`config.mk`:
```
export PLATFORM = sky130hd
export DESIGN_NAME = output_layer_sequencer
export DESIGN_NICKNAME = d
export VERILOG_FILES = /design/src/rtl/output_layer_sequencer.sv
export SDC_FILE = /design/constraint.sdc
export NUM_CORES = 1
export LEC_CHECK = 0
export BUFFER_PORTS_ARGS = -buffer_cell sky130_fd_sc_hd__buf_4
export CAP_MARGIN = 20
export CELL_PAD_IN_SITES_DETAIL_PLACEMENT = 2
export CELL_PAD_IN_SITES_GLOBAL_PLACEMENT = 2
export CORE_MARGIN = 4
export CORE_UTILIZATION = 36
export CTS_CLUSTER_SIZE = 40
export DETAILED_ROUTE_END_ITERATION = 7
export PLACE_DENSITY = 0.95
export SLEW_MARGIN = 20
export SYNTH_ARGS = -nofsm -noshare
export SYNTH_HDL_FRONTEND = slang
export SYNTH_SLANG_ARGS = --single-unit
```
`constraint.sdc`:
```
create_clock -name CLK -period 3.3 [get_ports CLK]
set_input_delay 0.165 -clock CLK [delete_from_list [all_inputs] [get_ports CLK]]
set_output_delay 0.165 -clock CLK [all_outputs]
set_load 0.02 [all_outputs]
```
`src/rtl/output_layer_sequencer.sv`:
```
// output_layer_sequencer: serialises an input vector into a neuron layer and returns its latched result.
// Optional result-wait watchdog enabled by defining OUTPUT_LAYER_SEQ_WATCHDOG_EN.
`default_nettype none

module output_layer_sequencer #(
  parameter int NUM_INPUTS     = 4,
  parameter int NUM_OUTPUTS    = 2,
  parameter int WIDTH          = 8,
  parameter int TIMEOUT_CYCLES = 256
) (
  input  logic                           CLK,
  input  logic                           RSTN,
  input  logic [NUM_INPUTS*WIDTH-1:0]    IN_VECTOR,
  input  logic                           IN_VALID,
  output logic                           IN_READY,
  output logic [WIDTH-1:0]               LAYER_VALUE,
  output logic                           LAYER_VALID,
  input  logic                           LAYER_READY,
  input  logic [NUM_OUTPUTS*WIDTH-1:0]   LAYER_VALUES,
  input  logic [NUM_OUTPUTS-1:0]         LAYER_VALIDS,
  input  logic                           LAYER_OVERFLOW,
  output logic [NUM_OUTPUTS*WIDTH-1:0]   OUT_VECTOR,
  output logic                           OUT_VALID,
  input  logic                           OUT_READY,
  output logic                           OUT_OVERFLOW,
  output logic                           BUSY,
  output logic                           ERROR
);

  localparam int IDX_W = (NUM_INPUTS > 1) ? $clog2(NUM_INPUTS) : 1;
  localparam logic [IDX_W-1:0] LAST_IDX = IDX_W'(NUM_INPUTS - 1);

  typedef enum logic [1:0] {
    S_IDLE = 2'd0,
    S_FEED = 2'd1,
    S_WAIT = 2'd2,
    S_HOLD = 2'd3
  } state_t;

  state_t                         state, state_next;
  logic                           ready_en;
  logic [NUM_INPUTS*WIDTH-1:0]    in_reg;
  logic [IDX_W-1:0]               idx;
  logic                           ovf_acc;
  logic [NUM_OUTPUTS*WIDTH-1:0]   out_reg;
  logic                           out_ovf;
  logic                           all_valid;
  logic                           accept;
  logic                           timeout;

  assign all_valid   = &LAYER_VALIDS;
  // ready_en keeps IN_READY low until the first edge after reset release
  assign IN_READY    = ready_en && (state == S_IDLE);
  assign accept      = IN_VALID && IN_READY;
  assign LAYER_VALID = (state == S_FEED);
  assign LAYER_VALUE = (state == S_FEED) ? in_reg[idx*WIDTH +: WIDTH] : '0;
  assign OUT_VALID   = (state == S_HOLD);
  assign OUT_VECTOR  = out_reg;
  assign OUT_OVERFLOW = out_ovf;
  assign BUSY        = (state != S_IDLE);

  always_ff @(posedge CLK or negedge RSTN) begin
    if (!RSTN) begin
      state    <= S_IDLE;
      ready_en <= 1'b0;
      in_reg   <= '0;
      idx      <= '0;
      ovf_acc  <= 1'b0;
      out_reg  <= '0;
      out_ovf  <= 1'b0;
    end else begin
      state    <= state_next;
      ready_en <= 1'b1;
      case (state)
        S_IDLE: begin
          if (accept) begin
            in_reg  <= IN_VECTOR;
            idx     <= '0;
            ovf_acc <= 1'b0;
          end
        end
        S_FEED: begin
          ovf_acc <= ovf_acc | LAYER_OVERFLOW;
          if (LAYER_READY && (idx != LAST_IDX)) idx <= idx + 1'b1;
        end
        S_WAIT: begin
          ovf_acc <= ovf_acc | LAYER_OVERFLOW;
          if (all_valid) begin
            out_reg <= LAYER_VALUES;
            out_ovf <= ovf_acc | LAYER_OVERFLOW;
          end
        end
        default: ;
      endcase
    end
  end

  always_comb begin
    state_next = state;
    case (state)
      S_IDLE: if (accept) state_next = S_FEED;
      S_FEED: if (LAYER_READY && (idx == LAST_IDX)) state_next = S_WAIT;
      S_WAIT: begin
        if (all_valid)    state_next = S_HOLD;
        else if (timeout) state_next = S_IDLE;
      end
      S_HOLD: if (OUT_READY) state_next = S_IDLE;
      default: state_next = S_IDLE;
    endcase
  end

`ifdef OUTPUT_LAYER_SEQ_WATCHDOG_EN
  localparam int WD_W = $clog2(TIMEOUT_CYCLES + 1);

  logic [WD_W-1:0] wd_cnt;
  logic            error_q;

  // fires on the TIMEOUT_CYCLES-th WAIT cycle; a simultaneous result takes priority
  assign timeout = (state == S_WAIT) && !all_valid && (wd_cnt == WD_W'(TIMEOUT_CYCLES - 1));
  assign ERROR   = error_q;

  always_ff @(posedge CLK or negedge RSTN) begin
    if (!RSTN) begin
      wd_cnt  <= '0;
      error_q <= 1'b0;
    end else begin
      if (state != S_WAIT)  wd_cnt <= '0;
      else if (!timeout)    wd_cnt <= wd_cnt + 1'b1;
      if (accept)           error_q <= 1'b0;
      else if (timeout)     error_q <= 1'b1;
    end
  end
`else
  assign timeout = 1'b0;
  // constant-false expression; the timeout limit has no effect in this build
  assign ERROR   = (TIMEOUT_CYCLES < 0);
`endif

endmodule

`default_nettype wire

```
==> results.tsv <==
stage	metric	value	unit
worst_setup_path	Max FO, Critical Path	13	
clocking	maximum root-to-sink buffer count	2	
yosys	Post-Syn Area	2540	µm²
pwr	sequential fraction of design power	39.4	%
pwr	combinational share of power	45.5	%
sta	Max Clock Freq	0.450	GHz
clocking	clk sinks	55	
final_layout	Area growth syn-to-layout	31.9	%
detailed_routing	total number of vias	1653	
yosys	Syn Nets	231	
detailed_routing	final WL	6810	µm
sta	final setup fails	0	
worst_setup_path	arrival time of the worst setup path	2.06	ns
final_layout	max reg flops	32	
clocking	Resized Gates After CTS	0	
clocking	clk root buf	clkbuf_8	
final_layout	Final Core Density	49.1	%
status	status	complete, no violations	
yosys	Post-synth EDFFs	0	
yosys	ys flop type	dfrtp_1	
floorplan	# IOs	86	
sta	setup TNS	0	ns
clocking	H-tree Lvls	2	
sta	Fin. Hold Viols	0	
floorplan	Die X	92.1	µm
worst_setup_path	CP endpoint kind	primary output	
pwr	sw frac	36.0	%
global_routing	total gr overflow	0	
placement	I/O Buffers	84	
sta	Max Slew Vio Count	0	
global_routing	vias in the first global route	2001	
global_routing	global-route wire length before repair	11200	µm
pwr	Clk pwr share	15.1	%
floorplan	num rows	30	
detailed_routing	DR DRC count	0	
pwr	pwr dens	942	nW/µm²
yosys	Yosys top cell area share	54.1	%
final_layout	cell area after layout	3360	µm²
yosys	Yosys reg bits	55	
clocking	number of buffers created by CTS	5	
floorplan	core area	6830	µm²
floorplan	Initial Utilization	37.3	%
min_path	Hold Path Class	primary input to flip-flop	
yosys	sequential fraction of the synthesis area	54.1	%
yosys	area leader, netlist	dfrtp_1	
sta	fin crit period	2.22	ns
pwr	Max IR drop VDD	364	µV
pwr	Leak	1.58	nW
global_routing	initial antenna violation count	0	
sta	fin crit share	67.3	%
worst_setup_path	CP Class	flip-flop to primary output	
detailed_routing	routed len/inst	19.5	µm
yosys	Syn Area/Cell	15.1	µm²
global_routing	largest net degree at the start of global routing	56	
placement	total placed instance area	3230	µm²
worst_setup_path	Worst EP required	3.13	ns
clocking	postcts setup bufs	0	
yosys	Synth Instances	169	
worst_setup_path	crit path launch type	flip-flop	
floorplan	die area	8480	µm²
sta	max_slew headroom	51.1	%
detailed_routing	first drt pass iteration count	4	
final_layout	share of cells above drive strength 1	59.1	%
placement	RePlAce Congestion	0.693	
global_routing	GRT Total Usage	17.1	%
clocking	clk_lat worst skew	0.32	ns
sta	unrepaired setup endpoints after global routing	no	
job	Max-cap violations	0	
yosys	Async SR Flop Fraction	100	%
yosys	distinct cell type count of the synthesized netlist	33	
pwr	Net Sw Power	1.14	mW
sta	Layout Skew	0.00579	ns
yosys	Area contributors post-synth	dfrtp_1, mux2_2, mux4_2	
floorplan	DIE HEIGHT	92.1	µm
clocking	Reg clk slew, reported paths	0.11	ns
final_layout	# diodes	0	
placement	Setup WS pre-CTS	1.23	ns
clocking	CTS tree	built	
yosys	Synth Warn #	0	
final_layout	nets@finish	315	
sta	worst setup margin	1.08	ns
detailed_routing	Post-DRT Antenna Nets	0	
placement	DP HPWL	4990	µm
detailed_routing	drt via density	4.72	
detailed_routing	DRT iter0 DRCs	57	
pwr	P_int	2.02	mW
sta	Worst-Margin Slew	0.733	ns
==> logic make-up (layout without fill, tap and decap cells) <==
logic type,count (synthesis),in the layout,synth area share (%)
and+or+nand+nor,23,23,5.65
muxes,59,59,29.8
DFF,55,55,54.1
AOI/OAI and AO/OA,11,11,3.83
buffers and inverters,13,98,3.34
other,2,2,0.295
adders and majority gates,6,6,2.95
==> layout by cell type (no fill, tap or decap), drive strengths merged, types with 4 or more instances in the layout <==
cell type  Yosys  layout
clkbuf         2       5
nand2          4       4
ha             6       6
mux4           8       8
buf            6      84
inv            5       6
mux2          49      49
and2           9       9
dfrtp         55      55
==> through the flow <==
step / cells / hold WS, ns / power [mW]
after floorplan: 169 / -0.131 / 2.16
after global placement: 341 / 0.258 / 2.60
after global routing: 350 / 0.0456 / 3.40
after CTS: 350 / 0.0488 / 3.22
after detailed placement: 341 / 0.269 / 2.72
final: 350 / 0.0554 / 3.16
==> cell type report <==
class	count	area [µm²]
tap	96	120
clock inverter	3	47.5
sequential	55	1380
clock buffer	5	68.8
multi-input combinational	101	1080
inverter	5	18.8
timing repair buffer	85	641
fill	692	3480
==> worst max-delay path, stage by stage, from the launching register on <==
cell and delay, ns:
dfrtp_1 0.80, mux4_2 0.60, and2_1 0.18, buf_4 0.15
==> cell usage after synthesis (all sizes together), types with 2 or more instances <==
library cell / number
dfrtp: 55
mux2: 49
and2: 9
mux4: 8
buf: 6
ha: 6
inv: 5
nand2: 4
a21boi: 3
a21oi: 3
nor2: 3
clkbuf: 2
conb: 2
mux2i: 2
nand2b: 2
nor2b: 2
==> power groups by stage <==
| stage | combinational (mW) | sequential, mW | clock (mW) |
|---|---|---|---|
| 6_report | 1.44 | 1.24 | 0.477 |
| 5_1_grt | 1.57 | 1.30 | 0.531 |
| 4_1_cts | 1.47 | 1.25 | 0.491 |
| 3_5_place_dp | 1.46 | 1.26 | 0 |
| 3_3_place_gp | 1.38 | 1.22 | 0 |
| 2_1_floorplan | 0.880 | 1.28 | 0 |
==> timing repair <==
action                                  4_1_cts  5_1_grt
hold endpoints to repair                     55        0
endpoints found under the setup margin        0        0
hold buffers                                  1        0
==> final timing paths <==
| kind | cells after the start | end | slack [ns] | start |
|---|---|---|---|---|
| max reg2reg | 4 | state[1] | 1.26 | idx[0] |
| max | 3 | LAYER_VALUE[1] | 1.08 | idx[0] |
| max in group asynchronous | 2 | in_reg[12] | 2.37 | RSTN |
| min in group asynchronous | 2 | OUT_VECTOR[2] | 0.44 | RSTN |
| min reg2reg | 1 | in_reg[20] | 0.51 | in_reg[20] |
| min | 2 | in_reg[20] | 0.06 | IN_VECTOR[20] |
==> metal layers <==
metal	vias up	GRT usage [%]	wire length [µm]
met5	-	0	0
met4	0	5.07	104
met3	8	3.77	276
met2	41	30.4	3740
met1	841	20.7	2690
li1	763	-	-
Note: power is estimated with default switching activity, not from simulation.
